$ cat src/rtl/cpu_pkg.sv
// Shared definitions for the instruction fetch front end.
//   - state_e    : fetch FSM states
//   - OP_BCOND   : conditional branch opcode, instr[15:12]
//   - OP_B       : unconditional branch opcode, instr[15:11]
//   - InstrWidth : instruction width in bits
package cpu_pkg;

  localparam int unsigned InstrWidth = 16;

  localparam logic [3:0] OP_BCOND = 4'b1101;
  localparam logic [4:0] OP_B     = 5'b11100;

  typedef enum logic [1:0] {
    StFetch,
    StIssue,
    StInject,
    StHalt
  } state_e;

endpackage

$ cat src/rtl/branch_target.sv
// Branch target adder.
//   pc_i     : address of the branch instruction
//   instr_i  : branch instruction
//   target_o : pc + 4 + (sign-extended offset << 1), modulo 2^16
// An OP_B instruction uses the 11-bit offset; everything else is treated as a
// conditional branch with an 8-bit offset. The caller decides whether it is taken.
module branch_target
  import cpu_pkg::*;
(
  input  logic [15:0]           pc_i,
  input  logic [InstrWidth-1:0] instr_i,
  output logic [15:0]           target_o
);

  logic [15:0] offset;

  always_comb begin
    if (instr_i[15:11] == OP_B) begin
      offset = {{4{instr_i[10]}}, instr_i[10:0], 1'b0};
    end else begin
      offset = {{7{instr_i[7]}}, instr_i[7:0], 1'b0};
    end
    target_o = pc_i + 16'd4 + offset;
  end

endmodule

$ cat src/rtl/instr_fetch.sv
// Instruction fetch unit.
//   clk_i, rst_ni          : clock, asynchronous active-low reset
//   imem_req_o/addr_o      : instruction memory request and byte address
//   imem_ack_i/data_i      : memory response (only honoured while fetching)
//   stall_i                : downstream hold while an instruction is presented
//   branch_i               : conditional branch taken, from the control unit
//   self_instruct_en_i/_i  : inject request and instruction, from the control unit
//   end_program_i          : halt request, from the control unit
//   instr_o, cu_input_en_o : instruction presented to the control unit, and its valid
//   pc_o                   : address of instr_o
//   halted_o               : program ended; only reset leaves this state
module instr_fetch
  import cpu_pkg::*;
#(
  parameter logic [15:0] RESET_PC   = 16'h0000,
  parameter int unsigned MAX_INJECT = 4
) (
  input  logic                  clk_i,
  input  logic                  rst_ni,
  output logic                  imem_req_o,
  output logic [15:0]           imem_addr_o,
  input  logic                  imem_ack_i,
  input  logic [InstrWidth-1:0] imem_data_i,
  input  logic                  stall_i,
  input  logic                  branch_i,
  input  logic                  self_instruct_en_i,
  input  logic [InstrWidth-1:0] self_instruct_i,
  input  logic                  end_program_i,
  output logic [InstrWidth-1:0] instr_o,
  output logic                  cu_input_en_o,
  output logic [15:0]           pc_o,
  output logic                  halted_o
);

  localparam int unsigned CntW = (MAX_INJECT > 0) ? $clog2(MAX_INJECT + 1) : 1;
  localparam logic [CntW-1:0] CntMax = CntW'(MAX_INJECT);

  state_e                state_q, state_d;
  logic [15:0]           pc_q, pc_d;
  logic [InstrWidth-1:0] instr_q, instr_d;
  logic [CntW-1:0]       inject_cnt_q, inject_cnt_d;

  logic [15:0] target;
  logic        presenting;
  logic        branch_taken;

  branch_target u_branch_target (
    .pc_i     (pc_q),
    .instr_i  (instr_q),
    .target_o (target)
  );

  assign presenting   = (state_q == StIssue) || (state_q == StInject);
  // Unconditional branches are decoded here; conditional ones need the CU's verdict.
  assign branch_taken = (instr_q[15:11] == OP_B) ||
                        (branch_i && (instr_q[15:12] == OP_BCOND));

  always_comb begin
    state_d      = state_q;
    pc_d         = pc_q;
    instr_d      = instr_q;
    inject_cnt_d = inject_cnt_q;

    unique case (state_q)
      StFetch: begin
        if (imem_ack_i) begin
          instr_d = imem_data_i;
          state_d = StIssue;
        end
      end
      StIssue, StInject: begin
        if (!stall_i) begin
          if (end_program_i) begin
            state_d = StHalt;
          end else if (branch_taken) begin
            pc_d         = target;
            inject_cnt_d = '0;
            state_d      = StFetch;
          end else if (self_instruct_en_i && (inject_cnt_q != CntMax)) begin
            instr_d      = self_instruct_i;
            inject_cnt_d = inject_cnt_q + CntW'(1);
            state_d      = StInject;
          end else begin
            // Also reached when the inject budget is spent: force progress.
            pc_d         = pc_q + 16'd2;
            inject_cnt_d = '0;
            state_d      = StFetch;
          end
        end
      end
      StHalt: begin
      end
      default: state_d = StFetch;
    endcase
  end

  always_ff @(posedge clk_i or negedge rst_ni) begin
    if (!rst_ni) begin
      state_q      <= StFetch;
      pc_q         <= RESET_PC;
      instr_q      <= '0;
      inject_cnt_q <= '0;
    end else begin
      state_q      <= state_d;
      pc_q         <= pc_d;
      instr_q      <= instr_d;
      inject_cnt_q <= inject_cnt_d;
    end
  end

  // Request is gated by reset so it drops the instant reset asserts, not at the next edge.
  assign imem_req_o    = rst_ni && (state_q == StFetch);
  assign imem_addr_o   = pc_q;
  assign cu_input_en_o = presenting;
  assign instr_o       = presenting ? instr_q : '0;
  assign pc_o          = pc_q;
  assign halted_o      = (state_q == StHalt);

endmodule

$ cat config.mk
export PLATFORM = sky130hd
export DESIGN_NAME = instr_fetch
export DESIGN_NICKNAME = d
export VERILOG_FILES = /design/src/rtl/cpu_pkg.sv /design/src/rtl/branch_target.sv /design/src/rtl/instr_fetch.sv
export SDC_FILE = /design/constraint.sdc
export NUM_CORES = 1
export LEC_CHECK = 0
export ABC_AREA = 1
export BUFFER_PORTS_ARGS = -buffer_cell sky130_fd_sc_hd__buf_4
export CAP_MARGIN = 20
export CELL_PAD_IN_SITES_DETAIL_PLACEMENT = 1
export CELL_PAD_IN_SITES_GLOBAL_PLACEMENT = 2
export CORE_AREA = 2 2 111 113
export CTS_BUF_LIST = sky130_fd_sc_hd__clkbuf_4
export DETAILED_ROUTE_END_ITERATION = 8
export DIE_AREA = 0 0 113 115
export MAX_ROUTING_LAYER = met4
export PLACE_DENSITY = 0.89
export SYNTH_ARGS = -nofsm -noshare
export SYNTH_HDL_FRONTEND = slang
export SYNTH_SLANG_ARGS = --single-unit
$ cat constraint.sdc
create_clock -name clk_i -period 2.7 [get_ports clk_i]
set_input_delay 0.54 -clock clk_i [delete_from_list [all_inputs] [get_ports clk_i]]
set_output_delay 0.54 -clock clk_i [all_outputs]
set_load 0.005 [all_outputs]
==> impl_metrics.env <==
export IMPL_grt_usage_pct=18.4
export IMPL_die_w_um=113
export IMPL_synthCells=499
export IMPL_fp_dieH_um=115
export IMPL_netSwitchingFraction_pct=53.2
export IMPL_yosys_cell_count_top_type="nand2_1"
export IMPL_holdCritPathClass="input port to async pin"
export IMPL_maxCapViolCount=0
export IMPL_antenna_cells=0
export IMPL_path_cells="nand2_2 > nor2_4 > nand2_4 > nand2_1 > nand2_1 > inv_2 > ha_1 > ha_4 > nand2_1 > nor2_2 > nand3_1 > nand3_1 > nand2_1 > nand3_1 > nand2_1 > nand2_1 > nand2_1"
export IMPL_p_int_mw=2.85
export IMPL_synth_edff_count=0
export IMPL_coreArea_um2=11800
export IMPL_p_leak_nw=2.44
export IMPL_worst_slew_pin_slew_ns=0.728
export IMPL_timing_final_hold_violations=0
export IMPL_routed_wl_um=11400
export IMPL_finClkSkew_ns=0.00371
export IMPL_synthFlopType="dfrtp_1"
export IMPL_synth_area_um2=3590
export IMPL_vdd_ir_drop_max_uv=1360
export IMPL_synth_area_per_cell_um2=7.20
export IMPL_drc=5
export IMPL_nets=649
export IMPL_clock_fmax_mhz=397
export IMPL_path_common_cell="nand2_1"
export IMPL_ioPinCount=90
export IMPL_io_buffers=87
export IMPL_cts_inserted_buffers=5
export IMPL_postRouteAntennaNets=0
export IMPL_clockRootBuffer="clkbuf_4"
export IMPL_synth_seq_cells=36
export IMPL_worstSetupPathType="flip-flop to flip-flop"
export IMPL_total_power_mw=6.10
export IMPL_drtIter0Drc=141
export IMPL_first_global_vias=3697
export IMPL_max_stage_delay_ns=0.41
export IMPL_p_sw_mw=3.24
export IMPL_clk_pin_slew_ns=0.12
export IMPL_setup_viol=0
export IMPL_cts_tree="yes"
export IMPL_slew_viol_final=0
export IMPL_clk_path_buf_depth=2
export IMPL_period_share_pct=93.3
export IMPL_firstDrtPassIters=6
export IMPL_power_frac_seq_pct=18.3
export IMPL_path_depth=17
export IMPL_clk_latency_ns=0.35
export IMPL_grt_overflow=0
export IMPL_combPwrFrac_pct=75.1
export IMPL_power_density_nw_per_um2=1380
export IMPL_ctsHtreeMaxLevel=2
export IMPL_yosys_warnings=0
export IMPL_synthTopCellsByArea="dfrtp_1 25%, nand2_1 15%, ha_1 11%"
export IMPL_synth_seq_area_share_pct=25.1
export IMPL_end_kind="flip-flop"
export IMPL_cp_max_fo=5
export IMPL_via_per_inst=4.82
export IMPL_gp_congestion=0.866
export IMPL_fin_crit_ns=2.52
export IMPL_grt_pass1_wl_um=18500
export IMPL_clkSinkCount=36
export IMPL_crit_buf_inv=1
export IMPL_layout_drive_gt1_share_pct=28.7
export IMPL_layout_cells_non_filler=725
export IMPL_reg2reg_depth=17
export IMPL_start_kind="flip-flop"
export IMPL_fin_hold_ws_ns=0.311
export IMPL_wire_per_inst_um=15.8
export IMPL_place_hpwl_um=9170
export IMPL_multi_input_area_um2=2220
export IMPL_yosys_top_cells_count="142 x nand2_1, 73 x inv_1, 36 x dfrtp_1"
export IMPL_cpLargestDelayFamily="simple AND/OR/NAND/NOR gates"
export IMPL_cp_arrival_ns=2.78
export IMPL_die_area_um2=13000
export IMPL_synth_top_cell_by_area="dfrtp_1"
export IMPL_yosysTopAreaCellShare_pct=25.1
export IMPL_grt_max_degree=37
export IMPL_synthToLayoutAreaGrowth_pct=22.9
export IMPL_async_flop_share_pct=100
export IMPL_num_rows=40
export IMPL_regArea_um2=902
export IMPL_route_vias_total=3493
export IMPL_crit_required_ns=2.96
export IMPL_violations="design-rule violations"
export IMPL_dp_cells=712
export IMPL_start_util_pct=30.4
export IMPL_slew_headroom_pct=51.3
export IMPL_antenna_found_initial=0
export IMPL_ys_types=41
export IMPL_fillers=1537
export IMPL_cp_slowest_cell="dfrtp_1"
export IMPL_outcome="complete, but fails checks"
export IMPL_clockPowerShare_pct=6.5
[sequential cells by signal (all words and copies together) (netlist names)]
signal,count
instr_q,16
imem_addr_o,15
inject_cnt_q,3
state_q,2
[power by group through the flow]
stage,registers (mW),clock network [mW],logic (mW)
after floorplan,1.05,0,3.14
after global placement,1.12,0,4.29
after detailed placement,1.14,0,4.41
after CTS,1.13,0.417,4.43
after global routing,1.17,0.431,5.15
final,1.12,0.398,4.58
[metal layers]
layer / vias up / track usage, % / part of all wire (%)
met1: 1661 / 22.7 / 45
met5: - / - / 0
met4: 0 / 4.63 / 1.6
met3: 14 / 2.74 / 4.2
met2: 89 / 31.5 / 50
li1: 1729 / - / -
[worst register-to-register path: stages, from the launching register on]
cell and delay [ns]:
dfrtp_1 0.41, nand2_2 0.10, nor2_4 0.12, nand2_4 0.09, nand2_1 0.12, nand2_1 0.10
inv_2 0.12, ha_1 0.28, ha_4 0.30, nand2_1 0.12, nor2_2 0.17, nand3_1 0.13
nand3_1 0.10, nand2_1 0.05, nand3_1 0.06, nand2_1 0.07, nand2_1 0.05, nand2_1 0.05
[area by class of cell]
type	instances	area share, %
Clock buffer	5	0.850
Sequential cell	36	20.4
Inverter	78	6.75
Multi-Input combinational cell	358	50.3
Clock inverter	3	0.850
Tap cell	147	4.17
Timing Repair Buffer	98	16.7
[metrics by stage]
step | area (um2) | setup slack (ns) | setup TNS (ns) | util [%]
after floorplan | 3590 | 0.431 | 0 | -
after global placement | 4250 | 0.211 | 0 | 36.0
after detailed placement | 4250 | 0.0596 | 0 | 36.0
after CTS | 4330 | 0.0350 | 0 | 36.6
after global routing | 4410 | -0.0513 | -0.0740 | 37.4
final | 4410 | 0.182 | 0 | 37.4
[repair_timing]
item,in CTS,in global routing
hold buffers,0,0
hold endpoints to repair,0,0
resized for setup,0,13
setup endpoints to repair,0,6
setup buffers,0,5
[layout by cell type (no fill, tap or decap), types with 5 or more instances in the layout]
cell,n
o21ai_0,10
o21ai_1,5
mux2i_1,16
dfrtp_1,35
nor2_1,30
inv_1,72
nand4_1,8
nor2_2,7
a21oi_2,6
nand3_1,33
nand2_1,141
buf_4,98
a21oi_1,12
clkbuf_4,5
o21ai_2,17
ha_1,28
[path summary, 6_finish.rpt]
| path | startpoint | to | slack (ns) |
|---|---|---|---|
| min in group clk_i | end_program_i | state_q[0]$_DFFE_PN0P_ | 0.47 |
| setup reg to reg | instr_q[15]$_DFFE_PN0P_ | imem_addr_o[13]$_DFFE_PN0P_ | 0.18 |
| hold reg to reg | instr_q[1]$_DFFE_PN0P_ | instr_q[1]$_DFFE_PN0P_ | 0.54 |
| hold / removal | rst_ni | imem_addr_o[15]$_DFFE_PN0P_ | 0.31 |
| max in group asynchronous | rst_ni | instr_q[12]$_DFFE_PN0P_ | 1.99 |
| setup / recovery | instr_q[15]$_DFFE_PN0P_ | imem_addr_o[13]$_DFFE_PN0P_ | 0.18 |
[logic make-up after synthesis]
family                     count (synthesis)  synth area share [%]
buffers and inverters                    106                  14.6
and+or+nand+nor                          240                  30.5
xor gates and xnor gates                   5                  1.22
muxes                                     16                  4.46
adders and majority gates                 33                  11.7
DFF                                       36                  25.1
AOI/OAI and AO/OA                         62                  12.3
other                                      1                 0.104
Note: power is estimated with default switching activity, not from simulation.
